## src/rtl/calendar_pkg.sv

```systemverilog
// Shared constants and helpers for the calendar counter fields.
// Contents:
//   SEC_MAX, MIN_MAX, HOUR_MAX, MONTH_MAX, YEAR_MAX : per-field upper limits
//   DAY_MIN, MONTH_MIN                              : fields that start at 1
//   days_in_month(month, leap)                      : 28..31, drives a day counter's max_val
package calendar_pkg;

    localparam int unsigned SEC_MAX   = 59;
    localparam int unsigned MIN_MAX   = 59;
    localparam int unsigned HOUR_MAX  = 23;
    localparam int unsigned MONTH_MAX = 12;
    localparam int unsigned YEAR_MAX  = 99;
    localparam int unsigned DAY_MIN   = 1;
    localparam int unsigned MONTH_MIN = 1;

    // Month is 1..12; anything outside that range is treated as a 31-day month.
    function automatic logic [4:0] days_in_month(input logic [3:0] month, input logic leap);
        logic [4:0] days;
        case (month)
            4'd2:                      days = leap ? 5'd29 : 5'd28;
            4'd4, 4'd6, 4'd9, 4'd11:   days = 5'd30;
            default:                   days = 5'd31;
        endcase
        return days;
    endfunction

endpackage

```

## src/rtl/calendar_counter.sv

```systemverilog
// Loadable up/down modulo counter usable for any calendar/clock field.
// Ports:
//   clk      in   rising-edge clock
//   clear    in   asynchronous active-high reset (count=RST_VAL, pulses cleared)
//   load     in   load request, takes priority over tick
//   data     in   value to load, accepted only within [MIN_VAL, limit]
//   tick     in   one count step per cycle while high
//   down     in   direction, 0 = up, 1 = down
//   max_val  in   runtime upper limit (clamped up to MIN_VAL)
//   read_en  in   gates count onto databus
//   count    out  registered value
//   databus  out  read_en ? count : 0 (combinational)
//   carry    out  one-cycle pulse on wrap (up max->MIN, down MIN->max)
//   load_err out  one-cycle pulse on a rejected load
module calendar_counter
    import calendar_pkg::*;
#(
    parameter int unsigned WIDTH   = 6,
    parameter int unsigned MIN_VAL = 0,
    parameter int unsigned RST_VAL = 0
) (
    input  logic             clk,
    input  logic             clear,
    input  logic             load,
    input  logic [WIDTH-1:0] data,
    input  logic             tick,
    input  logic             down,
    input  logic [WIDTH-1:0] max_val,
    input  logic             read_en,
    output logic [WIDTH-1:0] count,
    output logic [WIDTH-1:0] databus,
    output logic             carry,
    output logic             load_err
);

    localparam logic [WIDTH-1:0] MIN_W = WIDTH'(MIN_VAL);
    localparam logic [WIDTH-1:0] RST_W = WIDTH'(RST_VAL);

    logic [WIDTH-1:0] lim;
    logic             data_ok;

    generate
        if (MIN_VAL == 0) begin : g_lim_zero
            assign lim = max_val;
        end else begin : g_lim_clamp
            assign lim = (max_val < MIN_W) ? MIN_W : max_val;
        end
    endgenerate

    // Range check as a single unsigned compare of offsets from MIN_VAL:
    // data below MIN_VAL wraps to a large offset and fails, and lim >= MIN_VAL always.
    assign data_ok = (data - MIN_W) <= (lim - MIN_W);

    assign databus = read_en ? count : '0;

    always_ff @(posedge clk or posedge clear) begin
        if (clear) begin
            count    <= RST_W;
            carry    <= 1'b0;
            load_err <= 1'b0;
        end else begin
            carry    <= 1'b0;
            load_err <= 1'b0;
            if (load) begin
                if (data_ok) begin
                    count <= data;
                end else begin
                    load_err <= 1'b1;
                end
            end else if (tick) begin
                if (!down) begin
                    // >= also wraps a count left above a limit that just shrank
                    if (count >= lim) begin
                        count <= MIN_W;
                        carry <= 1'b1;
                    end else begin
                        count <= count + WIDTH'(1);
                    end
                end else begin
                    if (count > lim) begin
                        count <= lim;
                    end else if (count == MIN_W) begin
                        count <= lim;
                        carry <= 1'b1;
                    end else begin
                        count <= count - WIDTH'(1);
                    end
                end
            end
        end
    end

endmodule

```

## config.mk

```make
export PLATFORM = sky130hd
export DESIGN_NAME = calendar_counter
export DESIGN_NICKNAME = d
export VERILOG_FILES = /design/src/rtl/calendar_pkg.sv /design/src/rtl/calendar_counter.sv
export SDC_FILE = /design/constraint.sdc
export NUM_CORES = 1
export LEC_CHECK = 0
export CORE_UTILIZATION = 48
export DETAILED_ROUTE_END_ITERATION = 7
export HOLD_SLACK_MARGIN = 0.03
export PLACE_DENSITY = 0.88
export SLEW_MARGIN = 20
export SYNTH_ARGS = -nofsm -noshare
export SYNTH_HDL_FRONTEND = slang
export SYNTH_SLANG_ARGS = --single-unit
```

## constraint.sdc

```tcl
create_clock -name clk -period 2.2 [get_ports clk]
set_input_delay 0.44 -clock clk [delete_from_list [all_inputs] [get_ports clk]]
set_output_delay 0.44 -clock clk [all_outputs]
set_load 0.01 [all_outputs]
```

==> results of run 1 <==
cell families (layout without fill, tap and decap cells):
logic type / Yosys count / in the layout / share of synthesized area, %
AO/OA/AOI/OAI: 34 / 35 / 26.6
AND/OR/NAND/NOR: 45 / 45 / 24.2
flip-flops: 8 / 8 / 17.5
buffers and inverters: 19 / 71 / 7.22
multiplexers: 2 / 2 / 1.97
XOR/XNOR: 8 / 8 / 6.13
adder cells (fa/ha/maj): 15 / 15 / 16.4
cells in the mapped netlist, types with 2 or more instances:
library cell | n | area, um^2
nor2_1 | 3 | 11.3
and3_1 | 2 | 12.5
and2_1 | 6 | 37.5
dfrtp_1 | 8 | 200
nand3_1 | 4 | 20.0
ha_1 | 15 | 188
a221oi_1 | 3 | 26.3
xor2_1 | 2 | 17.5
a221oi_2 | 5 | 75.1
nor3_1 | 8 | 40.0
nand2_1 | 11 | 41.3
a21oi_1 | 10 | 50.1
o21a_1 | 2 | 15.0
a22o_1 | 2 | 17.5
nor2_4 | 2 | 22.5
xnor2_1 | 6 | 52.6
mux2_1 | 2 | 22.5
nor2b_1 | 2 | 12.5
inv_1 | 15 | 56.3
nor3_2 | 2 | 20.0
worst paths after layout:
kind / from / to / slack [ns]
min in group clk: count[1] / count[1] / 0.68
setup / recovery: data[1] / count[2] / 0.04
max in group asynchronous: clear / count[0] / 1.50
hold reg to reg: count[1] / count[1] / 0.68
setup reg to reg: count[1] / count[5] / 0.21
hold / removal: clear / count[5] / 0.44
registers in the layout, indices dropped and copies added (netlist names):
register / cells
carry: 1
count: 6
load_err: 1
worst register-to-register path: stages (launching register included):
cell	delay (ns)
dfrtp_1	0.39
ha_1	0.33
nor2b_2	0.18
o21bai_4	0.24
nand2_2	0.10
nor3_2	0.10
buf_4	0.18
a221oi_2	0.07
a221oi_2	0.30
metal layers:
metal  share of wire [%]  track usage, %  up-vias
li1                    -               -      584
met1                  38            41.1      649
met2                  49            61.1       94
met3                 7.8            1.79       28
met4                 5.4            21.8        0
met5                   0               0        -
area by class of cell:
type / instances / area [um^2]
inverter: 16 / 60.1
tap: 28 / 35.0
fill: 143 / 462
sequential: 8 / 200
multi-input combinational: 105 / 990
timing repair buffer: 52 / 464
clock buffer: 3 / 22.5
per-stage QoR:
stage	hold slack [ns]	total power, mW
final	0.438	1.27
after detailed placement	0.660	0.997
after global routing	0.488	1.32
after global placement	0.640	0.967
after floorplan	0.256	0.698
after CTS	0.449	1.21
where the power goes:
group          leakage (nW)  internal, mW  switching, mW
Combinational         0.664         0.448          0.488
Clock                0.0138        0.0632         0.0616
Sequential           0.0965         0.180         0.0312
what timing repair did:
| item | CTS | global route |
|---|---|---|
| pin swaps | 11 | 1 |
| setup endpoints to repair | 6 | 4 |
| gates cloned | 1 | 0 |
| resized for setup | 26 | 2 |
| buffers inserted | 3 | 0 |
| endpoints found under the hold margin | 0 | 0 |
cell usage in the layout (no fill, tap or decap), types with 2 or more instances in the layout:
| master | count |
|---|---|
| inv_2 | 6 |
| mux2_1 | 2 |
| dfrtp_1 | 8 |
| a21oi_1 | 10 |
| a22o_1 | 2 |
| nor2_4 | 2 |
| ha_4 | 4 |
| and3_1 | 2 |
| ha_1 | 11 |
| inv_1 | 10 |
| clkbuf_4 | 3 |
| o41a_4 | 2 |
| nand3_1 | 4 |
| nor2_1 | 2 |
| clkdlybuf4s50_1 | 25 |
| nand2_1 | 10 |
| xnor2_1 | 6 |
| a221oi_2 | 8 |
| dlygate4sd2_1 | 5 |
| and2_1 | 6 |
| nor3_2 | 4 |
| buf_4 | 21 |
| o21a_1 | 2 |
| nor3_1 | 5 |
| xor2_1 | 2 |
==> flow_summary.toml, run 1 <==
[logic_synthesis]
synth-seq-cells = 8
ys_seq_area_share_pct = 17.5
ys_warn_count = 0
syn_nets = 164
synth_flop_cell = "dfrtp_1"
syn_area_mm2 = 0.00114
syn-instance-count = 131
avgSynthCellArea_um2 = 8.73
synth_edf_count = 0
synth_cell_types = 41
synthArstFlopShare_pct = 100

[placement]
dpl_cell_area_mm2 = 0.00160
pre_cts_ws_ns = -0.539
port_buffers = 31
dp_cells = 205
hpwlAfterDp_um = 2690
gp_congestion = 0.884

[setup_path]
max_stage_delay_ns = 0.43
path_depth = 8
critPathLaunchType = "primary input"
crit_required_ns = 2.34
cp_num_buf_inv = 1
cp_cell_sequence = "clkdlybuf4s50_1, ha_1, nor2b_4, o21ai_2, a21oi_1, o311a_1, nor3_1, a221oi_2"
worst-setup-path-type = "primary input to register"
cp_slowest_cell = "clkdlybuf4s50_1"
critical-path-top-delay-family = "compound AO/OA/AOI/OAI gates"
worst_setup_path_end_kind = "register"
critPathMaxFanout = 3
arrival_ns = 2.30
reg2regPathDepth = 8

[timing]
max_freq_mhz = 463
relSlewSlack_pct = 70.9
fin_crit_ns = 2.16
rsz0062_at_grt = "false"
worst_pin_slew_ns = 0.436
finalHoldViolCount = 0
setup_ws_ns = 0.0397
period_share_pct = 98.2
finalMaxSlewViolations = 0
fin_skew_ns = 0.00152
finalSetupViolations = 0
setup-tns-final_ns = 0

[cts]
cts_tree = "yes"
clkTransAtPathRegs_ns = 0.06
hold_buffers = 0
clk_path_buf_depth = 2
clock_sinks = 8
cts-root-buf = "clkbuf_4"
clkLatencyLatePin_ns = 0.26
cts_htree_levels = 1
cts_made_buffers = 3

[global_route]
grt_remaining_overflow = 0
grt_pass1_vias = 1332
grt_usage_pct = 34.7
grt_pass1_wl_um = 6420
antenna_found_initial = 0
grt_max_degree = 11

[finish]
area_growth_pct = 54.9
fin_cells = 212
layout-drive-gt1-share_pct = 33.7
design_area_mm2 = 0.00177
diodes = 0
postLayoutCoreUtil_pct = 79.3
fin_nets = 219

[die]
coreArea_mm2 = 0.00223
fp-row-count = 17
initial_core_util_pct = 51.2
ios = 32
die-area_mm2 = 0.00258
fp.dieW_um = 50.8
die_h_um = 50.8

[route]
vias_per_cell = 6.39
drc = 0
drtIter0Drc = 68
wl_per_cell_um = 19.8
drt_wl_total_um = 4210
vias = 1355
drtAntennaViolNets = 0
drtPass1Iterations = 4

[pwr]
p_per_area_mw_per_mm2 = 718
max-vdd-ir-drop_mv = 0.518
p_leak_nw = 0.774

[run]
drv_cap = 0

[min_path]
hp-class = "primary input to asynchronous set/reset pin"

[status]
outcome = "finished clean"
(Power assumes the default switching activity.)
==> run 2: changes to the inputs <==
- clock period: 2.2 -> 2 ns (I/O delays scaled with it)
==> flow_summary.toml, run 2 (same netlist as run 1, synthesis figures left out) <==
[status]
outcome = "complete, but fails checks"
violations = "negative setup slack"

[timing]
fin_skew_ns = 0.00570
setup_ws_ns = -0.0823
worst_pin_slew_ns = 0.444
max_freq_mhz = 480
finalSetupViolations = 5
rsz0062_at_grt = "true"
relSlewSlack_pct = 70.3
finalMaxSlewViolations = 0
period_share_pct = 104
finalHoldViolCount = 0
fin_crit_ns = 2.08

[route]
drt_wl_total_um = 5190
vias = 1419
drtAntennaViolNets = 0
drc = 0
drtIter0Drc = 61
wl_per_cell_um = 23.9
drtPass1Iterations = 4
vias_per_cell = 6.54

[cts]
clkLatencyLatePin_ns = 0.26
clock_sinks = 8
cts_made_buffers = 3
clk_path_buf_depth = 2
cts_htree_levels = 1
clkTransAtPathRegs_ns = 0.07
cts_tree = "yes"
cts-root-buf = "clkbuf_4"

[setup_path]
worst_setup_path_end_kind = "register"
critPathLaunchType = "primary input"
cp_slowest_cell = "o41a_1"
critPathMaxFanout = 6
max_stage_delay_ns = 0.38
arrival_ns = 2.21
worst-setup-path-type = "primary input to register"
cp_cell_sequence = "dlygate4sd2_1, ha_4, nor2b_4, o21ai_2, a21oi_2, o41a_1, buf_6, a22o_1"
crit_required_ns = 2.13

[placement]
pre_cts_ws_ns = -0.641
hpwlAfterDp_um = 2900
dp_cells = 211
port_buffers = 31
gp_congestion = 0.930

[pwr]
p_leak_nw = 0.793
p_per_area_mw_per_mm2 = 814
max-vdd-ir-drop_mv = 0.561

[global_route]
met2_usage_pct = 66.7
grt_max_degree = 9
use_met3_pct = 7.44
antenna_found_initial = 1
busiest_layer = "met2"
grt_usage_pct = 38.2
grt_pass1_vias = 1366
grt_use_met1_pct = 43.1
grt_remaining_overflow = 0
grt_pass1_wl_um = 6990

[die]
initial_core_util_pct = 51.2
die_h_um = 50.8
fp-row-count = 17
die-area_mm2 = 0.00258
coreArea_mm2 = 0.00223
ios = 32
fp.dieW_um = 50.8

[min_path]
hp-class = "primary input to asynchronous set/reset pin"

[finish]
top_regs = "count: 6 flops, carry: 1 flops, load_err: 1 flops"
layout-drive-gt1-share_pct = 45.2
multiInputGateArea_mm2 = 0.00109
area_growth_pct = 66.6
final_common_cell = "buf_4"
top_register = "count"
largest_reg_flops = 6
nFillCells = 104
fin_nets = 223
register_area_um2 = 200
fin_cells = 217
layout_common_cells = "21 x buf_4, 18 x clkdlybuf4s50_1, 10 x nand2_1, 10 x ha_4, 9 x inv_1"

[run]
drv_cap = 0
[run 2: cell count changes in the layout (fill, tap and decap cells not counted), moves of 2 or more]
cell | previous run | this run
o41a_4 | 2 | 0
a21oi_2 | 0 | 4
clkbuf_2 | 0 | 4
dlygate4sd2_1 | 5 | 8
clkdlybuf4s50_1 | 25 | 18
a21oi_1 | 10 | 5
ha_4 | 4 | 10
ha_1 | 11 | 4
buf_6 | 0 | 5
[run 2: report_power, final]
group | internal (mW) | total, mW | leakage, nW | switching (mW)
Combinational | 0.560 | 1.18 | 0.683 | 0.622
Sequential | 0.198 | 0.236 | 0.0965 | 0.0388
Clock | 0.0692 | 0.134 | 0.0138 | 0.0649
[run 2: critical path, delay by kind of cell]
kind / cells / cell delay, ns
AO/OA/AOI/OAI: 4 / 0.90
adder cells (fa/ha/maj): 1 / 0.25
AND/OR/NAND/NOR: 1 / 0.13
buffers and inverters: 2 / 0.53
[run 2: metrics by stage]
step	hold slack (ns)	power, mW	area (um^2)	utilization, %	setup TNS (ns)
6_report	0.449	1.55	1910	85.3	-0.261
5_1_grt	0.447	1.61	1900	85.2	-0.173
4_1_cts	0.419	1.38	1830	82.1	0
3_5_place_dp	0.650	1.16	1650	73.7	-4.16
3_3_place_gp	0.642	1.12	1650	73.7	-3.34
2_1_floorplan	0.216	0.768	1140	-	0
[run 2: what timing repair did]
| item | 4_1_cts | 5_1_grt |
|---|---|---|
| pin swaps | 12 | 10 |
| buffers inserted | 0 | 1 |
| hold buffers | 0 | 0 |
| gates resized for setup | 40 | 28 |
| hold endpoints to repair | 0 | 0 |
| setup endpoints to repair | 11 | 6 |
| gates cloned | 1 | 0 |
[run 2: layer usage]
layer | up-vias | share of wire (%)
met2 | 105 | 47
met5 | - | 0
met3 | 38 | 6.8
met4 | 0 | 7.7
li1 | 590 | -
met1 | 686 | 38
[run 2: worst paths after layout]
kind	start	to	slack [ns]	cells after the start
min	clear	count[5]	0.45	2
max reg2reg	count[5]	count[0]	-0.02	8
max in group asynchronous	clear	count[2]	1.28	2
max	data[1]	count[0]	-0.08	8
min in group clk	max_val[4]	count[4]	0.60	3
min reg2reg	count[0]	count[0]	0.74	2
[run 2: layout make-up]
cell class | count | area share, %
multi-input cells | 104 | 57.3
diodes | 1 | 0.131
clock buffers | 3 | 1.18
flip-flops and latches | 8 | 10.5
repair buffers | 57 | 25.9
well taps | 28 | 1.84
inverters | 16 | 3.15
